===== config.mk =====
export PLATFORM = sky130hd
export DESIGN_NAME = bcd_serial_add_ctrl
export DESIGN_NICKNAME = d
export VERILOG_FILES = /design/src/rtl/bcd_pkg.sv /design/src/rtl/BCD_Adder_4bit.sv /design/src/rtl/bcd_serial_add_ctrl.sv
export SDC_FILE = /design/constraint.sdc
export NUM_CORES = 1
export LEC_CHECK = 0
export BUFFER_PORTS_ARGS = -buffer_cell sky130_fd_sc_hd__buf_2
export CORE_MARGIN = 8
export CORE_UTILIZATION = 45
export CTS_BUF_LIST = sky130_fd_sc_hd__clkbuf_4 sky130_fd_sc_hd__clkbuf_8 sky130_fd_sc_hd__clkbuf_16
export DETAILED_ROUTE_END_ITERATION = 8
export PLACE_DENSITY = 0.69
export SETUP_SLACK_MARGIN = 0.1
export SYNTH_ARGS = -nofsm -noshare
export SYNTH_HDL_FRONTEND = slang
export SYNTH_HIERARCHICAL = 1
export SYNTH_SLANG_ARGS = --single-unit

===== constraint.sdc =====
create_clock -name clk -period 2.4 [get_ports clk]
set_clock_uncertainty 0.1 [all_clocks]
set_input_delay 0.24 -clock clk [delete_from_list [all_inputs] [get_ports clk]]
set_output_delay 0.24 -clock clk [all_outputs]
set_load 0.02 [all_outputs]

===== src/rtl/bcd_pkg.sv =====
// Shared BCD types, FSM states and digit helpers for the serial BCD add/subtract controller.
package bcd_pkg;

  typedef enum logic [1:0] {IDLE, RUN, DONE} state_t;

  typedef logic [3:0] bcd_digit_t;

  localparam bcd_digit_t BCD_NINE = 4'd9;

  function automatic bcd_digit_t nines_comp(bcd_digit_t d);
    return BCD_NINE - d;
  endfunction

  function automatic logic digit_invalid(bcd_digit_t d);
    return (d > BCD_NINE);
  endfunction

endpackage


===== src/rtl/BCD_Adder_4bit.sv =====
// Single-digit BCD adder cell: binary add of two digits plus carry, then +6 correction above 9.
module BCD_Adder_4bit (
  input  logic [3:0] i_a,
  input  logic [3:0] i_b,
  input  logic       i_cin,
  output logic [3:0] o_sum,
  output logic       o_cout
);

  logic [4:0] w_bin;

  assign w_bin  = {1'b0, i_a} + {1'b0, i_b} + {4'b0000, i_cin};
  assign o_cout = (w_bin > 5'd9);
  assign o_sum  = o_cout ? (w_bin[3:0] + 4'd6) : w_bin[3:0];

endmodule


===== src/rtl/bcd_serial_add_ctrl.sv =====
// Digit-serial multi-digit BCD add/subtract: one shared digit cell, LSD first, carry held in a register.
module bcd_serial_add_ctrl
  import bcd_pkg::*;
#(
  parameter int DIGITS = 4
) (
  input  logic                clk,
  input  logic                rst,
  input  logic                start,
  input  logic                op_sub,
  input  logic                cin,
  input  logic [4*DIGITS-1:0] a,
  input  logic [4*DIGITS-1:0] b,
  output logic                ready,
  output logic                busy,
  output logic                done,
  output logic [4*DIGITS-1:0] sum,
  output logic                cout,
  output logic                err
);

  localparam int W     = 4 * DIGITS;
  localparam int CNT_W = $clog2(DIGITS);

  state_t           r_state;
  logic [W-1:0]     r_opA;
  logic [W-1:0]     r_opB;
  logic [W-1:0]     r_res;
  logic             r_carry;
  logic [CNT_W-1:0] r_cnt;

  bcd_digit_t       w_dSum;
  logic             w_dCout;
  logic [W-1:0]     w_bLoad;
  logic             w_err;

  BCD_Adder_4bit u_digit (
    .i_a    (r_opA[3:0]),
    .i_b    (r_opB[3:0]),
    .i_cin  (r_carry),
    .o_sum  (w_dSum),
    .o_cout (w_dCout)
  );

  // Subtraction is a + 9's complement of b + 1; invalid digits are flagged on the raw operands.
  always_comb begin
    w_bLoad = '0;
    w_err   = 1'b0;
    for (int i = 0; i < DIGITS; i++) begin
      w_bLoad[4*i +: 4] = op_sub ? nines_comp(b[4*i +: 4]) : b[4*i +: 4];
      w_err = w_err | digit_invalid(a[4*i +: 4]) | digit_invalid(b[4*i +: 4]);
    end
  end

  always_ff @(posedge clk) begin
    if (rst) begin
      r_state <= IDLE;
      r_opA   <= '0;
      r_opB   <= '0;
      r_res   <= '0;
      r_carry <= 1'b0;
      r_cnt   <= '0;
      ready   <= 1'b1;
      busy    <= 1'b0;
      done    <= 1'b0;
      sum     <= '0;
      cout    <= 1'b0;
      err     <= 1'b0;
    end else begin
      case (r_state)
        IDLE: begin
          done <= 1'b0;
          if (start) begin
            r_opA   <= a;
            r_opB   <= w_bLoad;
            r_carry <= op_sub ? 1'b1 : cin;
            r_cnt   <= '0;
            err     <= w_err;
            ready   <= 1'b0;
            busy    <= 1'b1;
            r_state <= RUN;
          end
        end
        RUN: begin
          // New digits enter at the top so digit 0 lands at [3:0] after the last shift.
          r_res   <= {w_dSum, r_res[W-1:4]};
          r_opA   <= r_opA >> 4;
          r_opB   <= r_opB >> 4;
          r_carry <= w_dCout;
          r_cnt   <= r_cnt + CNT_W'(1);
          if (r_cnt == CNT_W'(DIGITS - 1)) begin
            sum     <= {w_dSum, r_res[W-1:4]};
            cout    <= w_dCout;
            busy    <= 1'b0;
            done    <= 1'b1;
            r_state <= DONE;
          end
        end
        DONE: begin
          done    <= 1'b0;
          ready   <= 1'b1;
          r_state <= IDLE;
        end
        default: begin
          done    <= 1'b0;
          busy    <= 1'b0;
          ready   <= 1'b1;
          r_state <= IDLE;
        end
      endcase
    end
  end

endmodule


Yosys cells after proc, flatten, opt, wreduce, memory -nomap -nowiden. Cells that the tools add are included.

Flip-flop bits (word level): 74. Bits of input ports: 37. Logic and storage cells: 74.

Add/subtract/negate cells: 8. Magnitude comparators: 9. Equality and inequality tests: 5. Multiplexer cells: 22. Bitwise logic cells: 9. Reduce and logical (&&, ||, !) cells: 9.

Operators by type and width (number): $pmux W16 S2 (2); $gt A4 B4 Y1 const B (8); $mux W16 (2); $mux W4 (5); $sub A4 B4 Y4 const A (4); $reduce_and A2 Y1 (5); $pmux W2 S2 (2); $or A1 B1 Y1 (7); $mux W2 (3); $add A4 B4 Y5 (1); $add A5 B1 Y5 (1); $gt A5 B4 Y1 const B (1); $mux W1 (5); $add A4 B3 Y4 const B (1); $eq A2 B2 Y1 const B (2); $ne A2 B2 Y1 const B (2); $pmux W1 S2 (2); $pmux W1 S3 (1); $reduce_and A3 Y1 (1); $add A2 B1 Y2 const B (1); $eq A2 B1 Y1 const B (1); $logic_not A2 Y1 (1); $not A1 Y1 (2); $reduce_bool A2 Y1 (1); $reduce_or A2 Y1 (1).

Depth between registers and ports, before layout. Gate-level depths: netlist of the first run.

Depth in word-level cells: 8. Gate-level depth with buffers: 10. Gate-level depth less buffers: 10.

Modules after synthesis. The synthesis of the first run kept the hierarchy.

Modules (own cells, without submodules): bcd_serial_add_ctrl (times used 1, cells an instance 372, area each 2934.1 sq um); BCD_Adder_4bit (times used 1, cells an instance 22, area each 211.5 sq um).

Worst setup path after synthesis of the first run. Ideal clock, no wire load.

Path kind: reg-to-reg. Start point: reg r_opA[0]. End point: reg r_res[14]. Library setup time: 70 ps. Arrival: 2468 ps. Setup slack: -239 ps. Stages on the path, launching flop included: 10. Buffers on the path: 0. Clock period less this slack: 2639 ps. Path through: dfxtp_1 -> fa_1 -> fa_1 -> xnor2_1 -> ha_1 -> a31o_1 -> o31ai_4 -> mux2i_1 -> nand2_1 -> a21oi_1.

Word-level cells in the longest chain between the ends: 4.

RTL lines: start, declared (line bcd_serial_add_ctrl.sv:26) `logic [W-1:0] r_opA;`; start signal, assigned (line bcd_serial_add_ctrl.sv:87) `r_opA <= r_opA >> 4;`; $add A4 B4 Y5 (line BCD_Adder_4bit.sv:12) `assign w_bin = {1'b0, i_a} + {1'b0, i_b} + {4'b0000, i_cin};`; $add A5 B1 Y5 (line BCD_Adder_4bit.sv:12); $gt A5 B4 Y1 (line BCD_Adder_4bit.sv:13) `assign o_cout = (w_bin > 5'd9);`; named net w_dCout (line bcd_serial_add_ctrl.sv:33) `logic w_dCout;`; $mux W4 (line BCD_Adder_4bit.sv:14) `assign o_sum = o_cout ? (w_bin[3:0] + 4'd6) : w_bin[3:0];`; named net w_dSum[2] (line bcd_serial_add_ctrl.sv:32) `bcd_digit_t w_dSum;`; end signal, assigned (line bcd_serial_add_ctrl.sv:86) `r_res <= {w_dSum, r_res[W-1:4]};`; end, declared (line bcd_serial_add_ctrl.sv:28) `logic [W-1:0] r_res;`.

The timed path passes the listed nets, and every way through them passes these cells. A chain may end at the register's enable or synchronous reset.

Worst setup path in the final report of the first run.
Start point: reg r_carry. End point: reg sum[13].

Word-level cells in the longest chain between the ends: 3.

RTL lines: start, declared (line bcd_serial_add_ctrl.sv:29) `logic r_carry;`; start signal, assigned (line bcd_serial_add_ctrl.sv:76) `r_carry <= op_sub ? 1'b1 : cin;`; start signal, assigned (line bcd_serial_add_ctrl.sv:89) `r_carry <= w_dCout;`; $add A5 B1 Y5 (line BCD_Adder_4bit.sv:12); $gt A5 B4 Y1 (line BCD_Adder_4bit.sv:13); named net w_dCout (line bcd_serial_add_ctrl.sv:33); $mux W4 (line BCD_Adder_4bit.sv:14); named net w_dSum[1] (line bcd_serial_add_ctrl.sv:32); end signal, assigned (line bcd_serial_add_ctrl.sv:92) `sum <= {w_dSum, r_res[W-1:4]};`; end, declared (line bcd_serial_add_ctrl.sv:17) `output logic [4*DIGITS-1:0] sum,`.

The timed path passes the listed nets, and every way through them passes these cells.

==> flow_summary.yaml, run 1 <==
synth:
  yosys.cell_types.count: 38
  ys_ff_latch: 70
  synthCells: 394
  synth.cell_area_sq_mm: 0.00315
  synth_top_area_cell: "dfxtp_1"
  synth_top_area_share_pct: 44.6
  ys_top_cells_by_area: "dfxtp_1 (45%), nand2_1 (8.5%), nor2_1 (8.2%)"
  ys_warn_count: 6
  ys_seq_area_share_pct: 44.6
  syn-num-nets: 442
  syn_area_per_cell_sq_um: 7.98
floorplan:
  die_y_microns: 99.6
  io_pins: 58
  die-area_sq_mm: 0.00992
  initial_core_util_pct: 46.3
  rows: 30
  die_w_microns: 99.6
  coreArea_sq_mm: 0.00679
finish:
  diodes: 0
  syn_to_final_growth_pct: 22.1
  drive_gt1_share_pct: 23.3
  num-fill-cells: 669
  fin_nets: 497
global_routing:
  grt_max_degree: 45
  grt_antenna_before_repair: 0
  grt_pass1_vias: 2798
  grtUsageTotal_pct: 15.9
  grt_pass1_wl_mm: 12.8
  gr-total-overflow: 0
route:
  route.detailed.drc: 0
  route.met3.wl_microns: 389
  wl_met2_mm: 3.77
  postRouteAntennaNets: 0
  via_per_inst: 5.14
  first_pass_iters: 4
  wl_met1_mm: 3.21
  dr.max_layer_used: "met4"
  dr_total_vias: 2827
  drt_iter0_markers: 125
  wl_mm: 7.45
  wire_per_inst_microns: 13.5
clocking:
  clk_latency_ns: 0.35
  clk_path_buf_depth: 2
  clock_sinks: 70
  h-tree-depth: 3
  cts.clk_slew.worst_paths_ns: 0.08
  root_buffer: "clkbuf_8"
  cts-buffers-inserted: 9
  cts_tree: "built"
setup_path:
  required_ns: 2.58
  critPathSlowestCell: "fa_2"
  cp-start-kind: "register"
  cp_max_fo: 3
  crit_type: "register to register"
  end_kind: "register"
  critPathBufInv: 2
  arrival_ns: 2.75
  cpMostUsedCell: "fa_2"
  crit_family: "adder cells"
  crit_chain: "fa_2 -> fa_2 -> inv_2 -> ha_4 -> a31o_4 -> o31ai_4 -> buf_4 -> xnor2_2 -> nand2_1 -> a21oi_1"
  slowest_delay_ns: 0.55
pwr:
  power_frac_seq_pct: 44.3
  ir_drop_v: 0.000324
  internal_power_w: 0.00211
  clock_power_share_pct: 37.9
  leakagePower_nw: 1.63
  combPwrFrac_pct: 17.8
  p_per_area_mw_per_mm2: 748
  totalPowerFinal_w: 0.00287
  switching_power_w: 0.000763
  netSwitchingFraction_pct: 26.6
placement:
  gp_congestion: 0.796
  dp_hpwl_mm: 5.27
  io_buffers: 57
timing:
  slew_headroom_pct: 47.8
  fin_crit_sh_pct: 107
  hold_violations: 0
  max_freq_mhz: 390
  period_needed_ns: 2.57
  setup_slack_ns: -0.166
  setup_violations: 8
  holdWs_ns: 0.0429
  rsz0062_at_grt: "true"
  worst_pin_slew_ns: 0.783
  finalMaxSlewViolations: 0
outcome:
  violations: "setup timing"
  status: "finished with violations"
job:
  cap_violations: 0
hold_path:
  hold_class: "input port to register"
power groups by stage:
stage               clock network (W)  registers, W  logic (W)
finish                        0.00109       0.00127   0.000512
floorplan                           0       0.00129   0.000332
global placement                    0       0.00130   0.000449
CTS                           0.00111       0.00127   0.000514
detailed placement                  0       0.00130   0.000463
global route                  0.00116       0.00128   0.000571
kinds of logic after synthesis:
kind of cell	share of synthesized area, %
flip-flops	44.6
AND/OR/NAND/NOR	23.9
buffers and inverters	5.93
AO/OA/AOI/OAI	17.3
multiplexers	0.636
adder cells (fa/ha/maj)	4.85
XOR/XNOR	2.78
final cells by class:
type	count	area (sq um)	area share, %
multi-input combinational	283	1630	42.5
sequential	70	1400	36.5
timing repair buffer	70	395	10.3
clock buffer	11	151	3.94
tap	96	120	3.13
clock inverter	5	81.3	2.12
inverter	15	56.3	1.47
flip-flops by register name (all words and copies together) (netlist names):
register  flops
r_opA        16
r_state       2
cout          1
r_carry       1
sum          16
err           1
busy          1
ready         1
r_cnt         2
r_opB        16
done          1
r_res        12
worst register-to-register path, cell delays in order, from the launching register on:
cell and delay [ns]:
dfxtp_2 0.33, fa_2 0.41, fa_2 0.55, inv_2 0.06, ha_4 0.15, a31o_4 0.21, o31ai_4 0.19, buf_4 0.17
xnor2_2 0.11, nand2_1 0.07, a21oi_1 0.15
timing repair:
| item | CTS | global route |
|---|---|---|
| pin swaps | 3 | 0 |
| setup endpoints to repair | 8 | 8 |
| buffers inserted | 3 | 1 |
| resized for setup | 4 | 0 |
| hold buffers | 0 | 0 |
Yosys cell counts:
| cell type | number |
|---|---|
| a2111oi_0 | 2 |
| a21o_2 | 1 |
| a21oi_1 | 41 |
| a222oi_1 | 6 |
| a22oi_1 | 12 |
| a31o_1 | 1 |
| and2_1 | 1 |
| and3_1 | 1 |
| buf_2 | 8 |
| buf_4 | 4 |
| buf_6 | 1 |
| clkbuf_1 | 13 |
| dfxtp_1 | 70 |
| fa_1 | 2 |
| ha_1 | 9 |
| inv_1 | 15 |
| mux2i_1 | 2 |
| nand2_1 | 71 |
| nand2b_1 | 2 |
| nand2b_2 | 2 |
| nand3_1 | 1 |
| nand4_1 | 2 |
| nor2_1 | 69 |
| nor2_2 | 1 |
| nor2_4 | 1 |
| nor2b_1 | 6 |
| nor2b_4 | 1 |
| nor3_1 | 3 |
| nor3b_1 | 1 |
| nor4_1 | 12 |
| o21ai_0 | 16 |
| o21bai_1 | 1 |
| o21bai_2 | 1 |
| o221a_2 | 2 |
| o22ai_1 | 2 |
| o31ai_4 | 1 |
| xnor2_1 | 6 |
| xor2_1 | 4 |
cell usage in the layout (no fill, tap or decap), types with 2 or more instances in the layout:
| cell type | n |
|---|---|
| nand2_1 | 71 |
| clkbuf_8 | 11 |
| nor3_1 | 3 |
| buf_2 | 57 |
| o21ai_0 | 15 |
| nor4_1 | 12 |
| buf_4 | 12 |
| fa_2 | 2 |
| o22ai_1 | 2 |
| nor2_1 | 69 |
| o221a_2 | 2 |
| nand4_1 | 2 |
| dfxtp_1 | 69 |
| nand2b_1 | 2 |
| mux2i_1 | 2 |
| nor2b_1 | 6 |
| ha_1 | 8 |
| xnor2_1 | 4 |
| a21oi_1 | 40 |
| a222oi_1 | 6 |
| nand2b_2 | 2 |
| bufinv_16 | 2 |
| xor2_1 | 4 |
| a22oi_1 | 12 |
| inv_1 | 14 |
final timing paths:
kind | slack [ns] | depth (start not counted) | to | from
setup / recovery | -0.17 | 10 | sum[13]$_SDFFE_PP0P_ | r_carry$_SDFFE_PP0P_
hold / removal | 0.04 | 3 | r_opA[12]$_SDFFE_PP0P_ | a[12]
setup reg to reg | -0.17 | 10 | sum[13]$_SDFFE_PP0P_ | r_carry$_SDFFE_PP0P_
hold reg to reg | 0.35 | 2 | sum[3]$_SDFFE_PP0P_ | sum[3]$_SDFFE_PP0P_
metal layers:
layer,up-vias,global-route usage (%)
met4,0,5.24
li1,1438,-
met5,-,0
met3,6,5.59
met2,58,26.8
met1,1325,18.2
per-stage QoR:
| step | instances | instance area, sq um | setup WS [ns] | TNS (ns) | utilization, % |
|---|---|---|---|---|---|
| global route | 550 | 3840 | -0.306 | -1.90 | 56.5 |
| global placement | 530 | 3540 | -0.108 | -0.542 | 52.1 |
| finish | 550 | 3840 | -0.166 | -1.08 | 56.5 |
| detailed placement | 530 | 3540 | -0.169 | -0.958 | 52.1 |
| floorplan | 394 | 3190 | -0.0689 | -0.170 | - |
| CTS | 549 | 3830 | -0.177 | -1.11 | 56.4 |
No activity file was read; power rests on OpenSTA's default activity.
==> run 2: changes to the inputs <==
--- a/config.mk
+++ b/config.mk
@@ -16,3 +16,4 @@
 export SYNTH_HDL_FRONTEND = slang
 export SYNTH_HIERARCHICAL = 1
 export SYNTH_SLANG_ARGS = --single-unit
+export TNS_END_PERCENT = 1
==> run 2 against run 1 <==
First-iteration DRC count rose by 32%. Cell area fell by 2.0%. Register-to-register slack got worse by 0.02 ns. Cell count fell by 0.55%. Critical path type unchanged. The flow still finishes with violations (setup timing). Combinational power fell by 11%. Global-route usage fell by 0.64 points. Wire length fell by 1.4%. Clock-buffer cell count did not move. Non-clock buffer count fell by 3. Setup slack got worse by 0.022 ns. Critical endpoint is now sum[14]$_SDFFE_PP0P_. Clock power barely moved.
==> flow_summary.yaml, run 2 (synthesis results as in run 1) <==
setup_path:
  reg2regPathDepth: 9
  crit_type: "register to register"
  critPathSlowestCell: "fa_2"
  worstReg2RegEnd: "sum[14]$_SDFFE_PP0P_"
  cp_max_fo: 3
  required_ns: 2.58
  crit_chain: "fa_2 -> fa_2 -> inv_2 -> ha_2 -> a31o_4 -> o31ai_4 -> mux2i_1 -> nand2_1 -> a21oi_2"
  endpoint: "sum[14]$_SDFFE_PP0P_"
  r2r_slack_ns: -0.19
  crit_start: "r_carry$_SDFFE_PP0P_"
  end_kind: "register"
  slowest_delay_ns: 0.54
  r2r-start: "r_carry$_SDFFE_PP0P_"
  cpMostUsedCell: "fa_2"
  cp-start-kind: "register"
  arrival_ns: 2.77
clocking:
  cts_tree: "built"
  cts.clk_slew.worst_paths_ns: 0.08
  clock_sinks: 70
  clk_latency_ns: 0.34
  cts-buffers-inserted: 9
  root_buffer: "clkbuf_8"
  clk_path_buf_depth: 2
  h-tree-depth: 3
  cts_hold_buf: 0
timing:
  rsz0062_at_grt: "true"
  setup_slack_ns: -0.188
  setup_violations: 8
  tns_ns: -1.01
  max_freq_mhz: 386
  finalMaxSlewViolations: 0
  period_needed_ns: 2.59
  fin_crit_sh_pct: 108
  slew_headroom_pct: 45.0
  holdWs_ns: 0.0447
  worst_pin_slew_ns: 0.824
  hold_violations: 0
finish:
  diodes: 0
  syn_to_final_growth_pct: 19.6
  fin_nets: 494
  reg_top3: "r_opA (16), r_opB (16), sum (16)"
  final_cell_mix: "nand2_1 (71), nor2_1 (69), dfxtp_1 (69)"
  drive_gt1_share_pct: 22.2
  final_common_cell: "nand2_1"
outcome:
  violations: "setup timing"
  status: "finished with violations"
global_routing:
  gr-total-overflow: 0
  grt_max_degree: 38
  grt_pass1_vias: 2761
  grtUsageTotal_pct: 15.2
  grt_pass1_wl_mm: 12.4
  grt_antenna_before_repair: 0
placement:
  io_buffers: 57
  gp_congestion: 0.774
  dp_hpwl_mm: 5.18
pwr:
  p_per_area_mw_per_mm2: 746
  leakagePower_nw: 1.60
  ir_drop_v: 0.000318
floorplan:
  coreArea_sq_mm: 0.00679
  die_w_microns: 99.6
  rows: 30
  io_pins: 58
  initial_core_util_pct: 46.3
  die_y_microns: 99.6
  die-area_sq_mm: 0.00992
route:
  first_pass_iters: 5
  route.detailed.drc: 0
  via_per_inst: 5.20
  dr_total_vias: 2842
  wl_mm: 7.34
  postRouteAntennaNets: 0
  drt_iter0_markers: 165
  wire_per_inst_microns: 13.4
hold_path:
  hold_class: "input port to register"
job:
  cap_violations: 0
[run 2: cell type report]
cell class                 instances  area, sq um
clock buffer                      11          151
fill                             658         3030
multi-input combinational        283         1580
tap                               96          120
clock inverter                     5         81.3
sequential                        70         1400
inverter                          15         56.3
timing repair buffer              67          373
[run 2: how the worst min path moves through the flow]
stage	startpoint	cells after the start	slack (ns)	to
floorplan	a[12]	2	0.30	r_opA[12]$_SDFFE_PP0P_
finish	a[12]	3	0.04	r_opA[12]$_SDFFE_PP0P_
global route	a[14]	3	0.05	r_opA[14]$_SDFFE_PP0P_
detailed placement	sum[11]$_SDFFE_PP0P_	2	0.34	sum[11]$_SDFFE_PP0P_
CTS	a[12]	3	0.03	r_opA[12]$_SDFFE_PP0P_
global placement	sum[11]$_SDFFE_PP0P_	2	0.34	sum[11]$_SDFFE_PP0P_
[run 2: routing by layer]
metal  GRT usage [%]  part of all wire [%]  vias up
met3            5.10                   4.6        6
li1                -                     -     1439
met4            4.42                  0.83        0
met5               0                     0        -
met1            16.7                    45     1334
met2            27.2                    49       63
[run 2: worst max-delay path: cells and delay by family (launching register included)]
family | cells | cell delay, ns
mux | 1 | 0.27
flops | 1 | 0.33
simple gates | 1 | 0.09
fa+ha+maj | 3 | 1.11
buf+inv | 1 | 0.04
compound gates | 3 | 0.58
[run 2: repair_timing]
item                                    in CTS  in global routing
endpoints found under the setup margin       8                  8
buffers inserted                             0                  0
gates resized for setup                      2                  3
pin swaps                                    2                  0
gates cloned                                 0                  0
[run 2: through the flow]
stage / cells / area, sq um / utilization (%) / total power (W) / setup WS [ns]
2_1_floorplan: 394 / 3150 / - / 0.00159 / -0.0720
6_report: 547 / 3760 / 55.4 / 0.00281 / -0.188
3_5_place_dp: 531 / 3520 / 51.7 / 0.00173 / -0.200
5_1_grt: 547 / 3760 / 55.4 / 0.00294 / -0.335
4_1_cts: 547 / 3750 / 55.2 / 0.00282 / -0.210
3_3_place_gp: 531 / 3520 / 51.7 / 0.00172 / -0.136
[run 2: power by group]
part | switching (W) | internal [W] | total, W
clock network | 0.000442 | 0.000642 | 0.00108
registers | 0.0000425 | 0.00123 | 0.00127
logic | 0.000251 | 0.000204 | 0.000455
